<file path="config.mk">
export PLATFORM = sky130hd
export DESIGN_NAME = imm_gen_pipe
export DESIGN_NICKNAME = d
export VERILOG_FILES = /design/src/rtl/bpu_imm_pkg.sv /design/src/rtl/imm_decode_core.sv /design/src/rtl/imm_gen_pipe.sv
export SDC_FILE = /design/constraint.sdc
export NUM_CORES = 1
export LEC_CHECK = 0
export BUFFER_PORTS_ARGS = -buffer_cell sky130_fd_sc_hd__buf_2
export CAP_MARGIN = 20
export CORE_MARGIN = 4
export CORE_UTILIZATION = 50
export DETAILED_ROUTE_END_ITERATION = 6
export PLACE_DENSITY = 0.88
export SLEW_MARGIN = 20
export SYNTH_ARGS = -nofsm -noshare
export SYNTH_HDL_FRONTEND = slang
export SYNTH_SLANG_ARGS = --single-unit
</file>
<file path="constraint.sdc">
create_clock -name clk -period 3.6 [get_ports clk]
set_input_delay 0 -clock clk [delete_from_list [all_inputs] [get_ports clk]]
set_output_delay 0 -clock clk [all_outputs]
set_load 0.03 [all_outputs]
</file>
<file path="src/rtl/bpu_imm_pkg.sv">
// Shared immediate-format encodings for the branch/immediate datapath.
// Pure declarations; no timing or flow-control content.
package bpu_imm_pkg;

    typedef enum logic [2:0] {
        IMM_I = 3'd0,
        IMM_S = 3'd1,
        IMM_B = 3'd2,
        IMM_J = 3'd3,
        IMM_U = 3'd4,
        IMM_Z = 3'd5
    } imm_src_e;

    // Encodings 6 and 7 are reserved and flagged as illegal downstream.
    function automatic logic imm_src_legal(input logic [2:0] src);
        return src <= IMM_Z;
    endfunction

endpackage

</file>
<file path="src/rtl/imm_decode_core.sv">
// Combinational immediate extractor plus pc-relative target adder.
// Zero latency; no flow control of its own.
module imm_decode_core
    import bpu_imm_pkg::*;
#(
    parameter int XLEN = 32
) (
    input  logic [2:0]      imm_src,
    input  logic [31:0]     instr,
    input  logic [XLEN-1:0] pc,
    output logic [XLEN-1:0] imm,
    output logic [XLEN-1:0] target,
    output logic            illegal
);

    imm_src_e   src;
    logic [31:0] imm32;
    logic        unused_opcode;

    assign src           = imm_src_e'(imm_src);
    assign unused_opcode = ^instr[6:0];

    always_comb begin
        imm32 = '0;
        case (src)
            IMM_I:   imm32 = {{20{instr[31]}}, instr[31:20]};
            IMM_S:   imm32 = {{20{instr[31]}}, instr[31:25], instr[11:7]};
            IMM_B:   imm32 = {{19{instr[31]}}, instr[31], instr[7], instr[30:25], instr[11:8], 1'b0};
            IMM_J:   imm32 = {{11{instr[31]}}, instr[31], instr[19:12], instr[20], instr[30:21], 1'b0};
            IMM_U:   imm32 = {instr[31:12], 12'h000};
            IMM_Z:   imm32 = {27'd0, instr[19:15]};
            default: imm32 = '0;
        endcase
    end

    // Z is already zero in bit 31, so one signed widening serves every format.
    assign imm     = XLEN'($signed(imm32));
    assign target  = pc + imm;
    assign illegal = !imm_src_legal(imm_src);

endmodule

</file>
<file path="src/rtl/imm_gen_pipe.sv">
// Immediate decode + branch target, registered through an output/skid pair.
// Latency 1 cycle; in_ready is registered and drops once the skid entry is occupied.
module imm_gen_pipe
    import bpu_imm_pkg::*;
#(
    parameter int XLEN  = 32,
    parameter int CNT_W = 16
) (
    input  logic             clk,
    input  logic             rst_n,
    input  logic             in_valid,
    output logic             in_ready,
    input  logic [2:0]       in_imm_src,
    input  logic [31:0]      in_instr,
    input  logic [XLEN-1:0]  in_pc,
    output logic             out_valid,
    input  logic             out_ready,
    output logic [XLEN-1:0]  out_imm,
    output logic [XLEN-1:0]  out_target,
    output logic             out_illegal,
    output logic [CNT_W-1:0] illegal_cnt
);

    if (XLEN != 32 && XLEN != 64) begin : g_xlen_chk
        $error("imm_gen_pipe: XLEN must be 32 or 64");
    end

    typedef struct packed {
        logic [XLEN-1:0] imm;
        logic [XLEN-1:0] target;
        logic            illegal;
    } res_t;

    logic [XLEN-1:0]  dec_imm;
    logic [XLEN-1:0]  dec_target;
    logic             dec_illegal;
    res_t             dec_res;
    res_t             out_q;
    res_t             skid_q;
    logic             out_vld_q;
    logic             skid_vld_q;
    logic             skid_vld_d;
    logic             in_rdy_q;
    logic             accept;
    logic             consume;
    logic             out_free;
    logic [CNT_W-1:0] cnt_q;

    imm_decode_core #(.XLEN(XLEN)) u_decode (
        .imm_src (in_imm_src),
        .instr   (in_instr),
        .pc      (in_pc),
        .imm     (dec_imm),
        .target  (dec_target),
        .illegal (dec_illegal)
    );

    assign dec_res  = '{imm: dec_imm, target: dec_target, illegal: dec_illegal};
    assign accept   = in_valid && in_rdy_q;
    assign consume  = out_vld_q && out_ready;
    assign out_free = !out_vld_q || consume;

    // The skid only fills when the output slot is held; in_ready guarantees
    // no accept can arrive while it is already full.
    always_comb begin
        skid_vld_d = skid_vld_q;
        if (skid_vld_q) begin
            skid_vld_d = !out_free;
        end else begin
            skid_vld_d = accept && !out_free;
        end
    end

    always_ff @(posedge clk) begin
        if (!rst_n) begin
            out_vld_q  <= 1'b0;
            out_q      <= '0;
            skid_vld_q <= 1'b0;
            skid_q     <= '0;
            in_rdy_q   <= 1'b1;
            cnt_q      <= '0;
        end else begin
            if (out_free) begin
                if (skid_vld_q) begin
                    out_q     <= skid_q;
                    out_vld_q <= 1'b1;
                end else begin
                    out_vld_q <= accept;
                    if (accept) begin
                        out_q <= dec_res;
                    end
                end
            end
            if (accept && !out_free) begin
                skid_q <= dec_res;
            end
            skid_vld_q <= skid_vld_d;
            in_rdy_q   <= !skid_vld_d;
            if (accept && dec_illegal && (cnt_q != '1)) begin
                cnt_q <= cnt_q + CNT_W'(1);
            end
        end
    end

    assign in_ready    = in_rdy_q;
    assign out_valid   = out_vld_q;
    assign out_imm     = out_q.imm;
    assign out_target  = out_q.target;
    assign out_illegal = out_q.illegal;
    assign illegal_cnt = cnt_q;

endmodule
</file>
==> summary.md <==
| Metric | Value |
|---|---|
| Measured slew at the worst slew-check pin | 0.999 ns |
| Avg Vias per Cell | 5.76 |
| Via count of the first global-routing pass | between 7000 and 8000 |
| Floorplan die area | 17900 um2 |
| Die Height | approximately 130 um |
| Largest fanout on the critical path | 3 |
| PwrDens | 510 nW/um2 |
| Final Max Slew Viols | 0 |
| Aggregate global-route resource usage | 0.260 |
| Crit-path max cell delay | 0.52 ns |
| Endpoint of the most critical setup path | skid_q[27] |
| Final hold violation count | 0 |
| P_leak | 4.30 nW |
| Worst hold path type | in -> reg |
| Reg-to-reg setup timing slack | 1.25 ns |
| Result of the run | finished, final reports clean |
| CTS buffer count | 17 |
| Total gr overflow | 0 |
| Reg clk slew, reported paths | about 0.060 ns |
| Global-route wire length before repair | 37400 um |
| Critical Path, Cell by Cell | dlygate4sd3_1 -> buf_2 -> mux2_2 -> a22oi_1 -> nor2_1 -> ha_1 -> inv_1 -> fa_1 -> nor2b_1 -> o21bai_1 -> a32o_1 -> a41o_1 -> o31ai_2 -> a221oi_2 -> buf_4 -> o21bai_1 -> xnor2_1 -> o21ai_0 |
| Mapped Area | 7910 um2 |
| Mean area per synthesized cell | 7.87 um2 |
| Worst ir drop on vdd | around 0.00039 V |
| Reg-to-reg endpoint | illegal_cnt[7] |
| CP Launch Point | in_instr[15] |
| Ratio of cells with drive above 1 in the final layout | 0.195 |
| Detail-routed net length per standard cell | 17.2 um |
| Port Buf Inserts | 146 |
| Portion of the post-synthesis area used by sequential elements | 0.377 |
| Multiplexer area fraction after synthesis | 0.0331 |
| EDFF count, synth | 0 |
| Post-synthesis instance total | 1005 |
| Standard-cell row count | 45 |
| R2R cell count | 9 |
| Pre-Repair DR Iteration Count | 5 |
| Largest family of logic cells by synthesized area | compound AO/OA/AOI/OAI gates |
| Placeable Area | 15400 um2 |
| Synthesized-area fraction occupied by and/or/nand/nor cells | 0.187 |
| Achievable Freq | around 290 MHz |
| Category of the most critical setup path | in -> reg |
| Adder-cell share of the synthesized area | 0.0532 |
| Max-capacitance violation count | 0 |
| Tightest hold margin | between 0.01 and 0.015 ns |
| Share of async-settable or async-resettable flops after synthesis | 0 |
| Relative slew slack | 0.332 |
| Final Wtd Congestion | 0.983 |
| Minimum setup slack in the final design | 0.171 ns |
| Standard cell with the maximum stage delay on the critical path | sky130_fd_sc_hd__dlygate4sd3_1 |
| Wirelength, routed | 23500 um |
| I/O pin count | between 150 and 200 |
| Setup slack at placement | 0.0750 ns |
| Detail Route Antenna Nets | 0 |
| Total vias in the final route | just under 8000 |
| Skew final | 0.00925 ns |
| Top FF cell, synth | sky130_fd_sc_hd__dfxtp_1 |
| Clock root cell | sky130_fd_sc_hd__clkbuf_16 |
| XOR/XNOR Fraction of Synth Area | 0.0499 |
| Width of the chip | between 100 and 150 um |
| Post-synthesis net count | 1109 |
| Count of inserted antenna diode cells | 0 |
| Synthesis Warnings | 0 |
| Placement-stage cell area | approximately 8900 um2 |
| Insertion delay to the later sink of the worst-skew pair | 0.44 ns |
| Initial core utilization | 0.514 |
| DR DRC count | 0 |
| Distinct cells, synth | 60 |
| Reg area | 2980 um2 |
| Compound-Gate Fraction of Synth Area | 0.251 |
| Number of DRC violations after detailed-routing iteration 0 | a little over 900 |
| Worst R2R Start | illegal_cnt[3] |
| Startpoint type of the worst setup path | input pin |
| Sort of element at the end of the critical path | register |
| Clock period minus worst slack | 3.43 ns |
| Final setup violating endpoints | 0 |
| # Post-CTS Setup Buffers | 0 |
| Period Utilization, post-route | 0.952 |
| Final net count | 1246 |
| Yosys reg bits | approximately 150 |
| Largest net degree at the start of global routing | between 50 and 60 |
| Post-detail-place hpwl | 16600 um |
| Antenna violations before repair | 0 |
| CTS tree | built |
| Max Root-Sink Buffers | 2 |
| Area occupied by multi-input gates | roughly 4600 um2 |
| Endpoint arrival time on the critical path | roughly 3.8 ns |
| Critical Path Most Common Cell | sky130_fd_sc_hd__o21bai_1 |
| Layout-stage area growth over the synthesis result | 22.8% |
| CTS H-tree depth | 4 |
| Total of fill cells in the finished design | 1307 |
| Sink count of the clock tree | 149 |
| Critical path data required time | 3.92 ns |
| Final design area excluding fillers | a little under 10000 um2 |
worst min-delay path by stage:
| stage | start | slack (ns) | endpoint | depth (start not counted) |
|---|---|---|---|---|
| after floorplan | out_ready | 0.18 | in_ready | 2 |
| after global placement | out_ready | 0.35 | in_ready | 3 |
| after detailed placement | out_ready | 0.38 | in_ready | 3 |
| after CTS | in_instr[23] | 0.0002 | skid_q[56] | 3 |
| after global routing | in_instr[29] | 0.02 | skid_q[42] | 4 |
| final | in_instr[19] | 0.01 | skid_q[52] | 3 |
synth_stat cells, types with 3 or more instances:
cell type | n | share of area
sky130_fd_sc_hd__or3_1 | 3 | 0.0024
sky130_fd_sc_hd__inv_1 | 29 | 0.014
sky130_fd_sc_hd__nand2_1 | 133 | 0.063
sky130_fd_sc_hd__xnor2_1 | 26 | 0.029
sky130_fd_sc_hd__o211ai_1 | 8 | 0.0076
sky130_fd_sc_hd__and4_1 | 4 | 0.0044
sky130_fd_sc_hd__buf_1 | 4 | 0.0019
sky130_fd_sc_hd__a221o_1 | 19 | 0.024
sky130_fd_sc_hd__nor2_1 | 125 | 0.059
sky130_fd_sc_hd__nand2b_1 | 5 | 0.0040
sky130_fd_sc_hd__a21oi_1 | 109 | 0.069
sky130_fd_sc_hd__nand4_1 | 5 | 0.0040
sky130_fd_sc_hd__nor3_1 | 16 | 0.010
sky130_fd_sc_hd__a221oi_1 | 6 | 0.0066
sky130_fd_sc_hd__a311oi_1 | 9 | 0.010
sky130_fd_sc_hd__o21bai_1 | 4 | 0.0038
sky130_fd_sc_hd__and3_1 | 6 | 0.0047
sky130_fd_sc_hd__clkbuf_1 | 68 | 0.032
sky130_fd_sc_hd__a31oi_1 | 10 | 0.0079
sky130_fd_sc_hd__nor2b_1 | 10 | 0.0079
sky130_fd_sc_hd__ha_1 | 32 | 0.051
sky130_fd_sc_hd__a21o_1 | 10 | 0.0095
sky130_fd_sc_hd__o21ai_0 | 59 | 0.037
sky130_fd_sc_hd__o31ai_1 | 3 | 0.0028
sky130_fd_sc_hd__o21a_1 | 4 | 0.0038
sky130_fd_sc_hd__mux2i_1 | 25 | 0.032
sky130_fd_sc_hd__a211oi_1 | 42 | 0.040
sky130_fd_sc_hd__dfxtp_1 | 149 | 0.38
sky130_fd_sc_hd__o31a_1 | 3 | 0.0033
sky130_fd_sc_hd__xor2_1 | 19 | 0.021
sky130_fd_sc_hd__nand3_1 | 25 | 0.016
through the flow:
stage           util   TNS [ns]  total power (W)  std cells
6_report       0.632          0          0.00495       1366
5_1_grt        0.632  -0.000154          0.00513       1366
4_1_cts        0.631          0          0.00494       1366
3_5_place_dp   0.580          0          0.00292       1322
3_3_place_gp   0.580          0          0.00290       1322
2_1_floorplan      -          0          0.00258       1005
routing by layer:
| layer | GRT usage | share of wire | wire (um) | vias to the layer above |
|---|---|---|---|---|
| met4 | 0.0840 | 0.020 | 465 | 0 |
| met2 | 0.395 | 0.45 | 10600 | 341 |
| met5 | 0 | 0 | 0 | - |
| li1 | - | - | - | 3847 |
| met3 | 0.0593 | 0.080 | 1880 | 37 |
| met1 | 0.367 | 0.45 | 10500 | 3645 |
logic make-up after synthesis:
kind of cell             count (synthesis)
flip-flops                             149
adder cells (fa/ha/maj)                 33
XOR/XNOR                                45
multiplexers                            26
buffers and inverters                  103
AO/OA/AOI/OAI                          306
AND/OR/NAND/NOR                        343
layout make-up:
class | instances | area share
Tap cell | 211 | 0.0272
Clock inverter | 15 | 0.0246
Timing Repair Buffer | 190 | 0.115
Multi-Input combinational cell | 753 | 0.470
Sequential cell | 149 | 0.307
Inverter | 31 | 0.0121
Clock buffer | 17 | 0.0438
flip-flops by register name, indices dropped and copies added (netlist names):
signal	flops
skid_q	65
out_imm	32
out_target	32
illegal_cnt	16
in_ready	1
out_illegal	1
out_valid	1
skid_vld_q	1
timing repair:
action	CTS	global route
hold buffers	12	0
endpoints found under the hold margin	18	0
gates resized for setup	0	1
setup endpoints to repair	0	4
power by group:
group          internal [W]  switching [W]  total (W)
logic              0.000399       0.000721    0.00112
clock network       0.00125       0.000780    0.00203
registers           0.00175      0.0000501    0.00180
total               0.00340        0.00155    0.00495
worst max-delay path: cells and delay by family:
kind | cells | cell delay [ns]
muxes | 1 | 0.14
buffers and inverters | 4 | 0.89
AOI/OAI and AO/OA | 8 | 1.52
and+or+nand+nor | 2 | 0.40
xor gates and xnor gates | 1 | 0.14
adders and majority gates | 2 | 0.65
placed cells by master (no fill, tap or decap), types with 3 or more instances in the layout:
master and count:
sky130_fd_sc_hd__inv_6 6, sky130_fd_sc_hd__or3_1 3, sky130_fd_sc_hd__dfxtp_1 148, sky130_fd_sc_hd__o21bai_1 4, sky130_fd_sc_hd__dlygate4sd3_1 12, sky130_fd_sc_hd__nor3_1 16
sky130_fd_sc_hd__bufinv_16 5, sky130_fd_sc_hd__o211ai_1 8, sky130_fd_sc_hd__nor2_1 124, sky130_fd_sc_hd__nand3_1 25, sky130_fd_sc_hd__buf_4 30, sky130_fd_sc_hd__nor2b_1 10
sky130_fd_sc_hd__and4_1 4, sky130_fd_sc_hd__xnor2_1 26, sky130_fd_sc_hd__a21oi_1 108, sky130_fd_sc_hd__a221oi_1 6, sky130_fd_sc_hd__inv_1 29, sky130_fd_sc_hd__a21o_1 10
sky130_fd_sc_hd__a311oi_1 9, sky130_fd_sc_hd__xor2_1 19, sky130_fd_sc_hd__nand2_1 133, sky130_fd_sc_hd__a211oi_1 42, sky130_fd_sc_hd__and3_1 6, sky130_fd_sc_hd__o21a_1 4
sky130_fd_sc_hd__ha_1 32, sky130_fd_sc_hd__a31oi_1 10, sky130_fd_sc_hd__clkbuf_16 17, sky130_fd_sc_hd__mux2i_1 25, sky130_fd_sc_hd__a221o_1 19, sky130_fd_sc_hd__nand2b_1 5
sky130_fd_sc_hd__o31a_1 3, sky130_fd_sc_hd__o21ai_0 59, sky130_fd_sc_hd__buf_2 146, sky130_fd_sc_hd__nand4_1 5
Power figures use the tool's default switching activity.
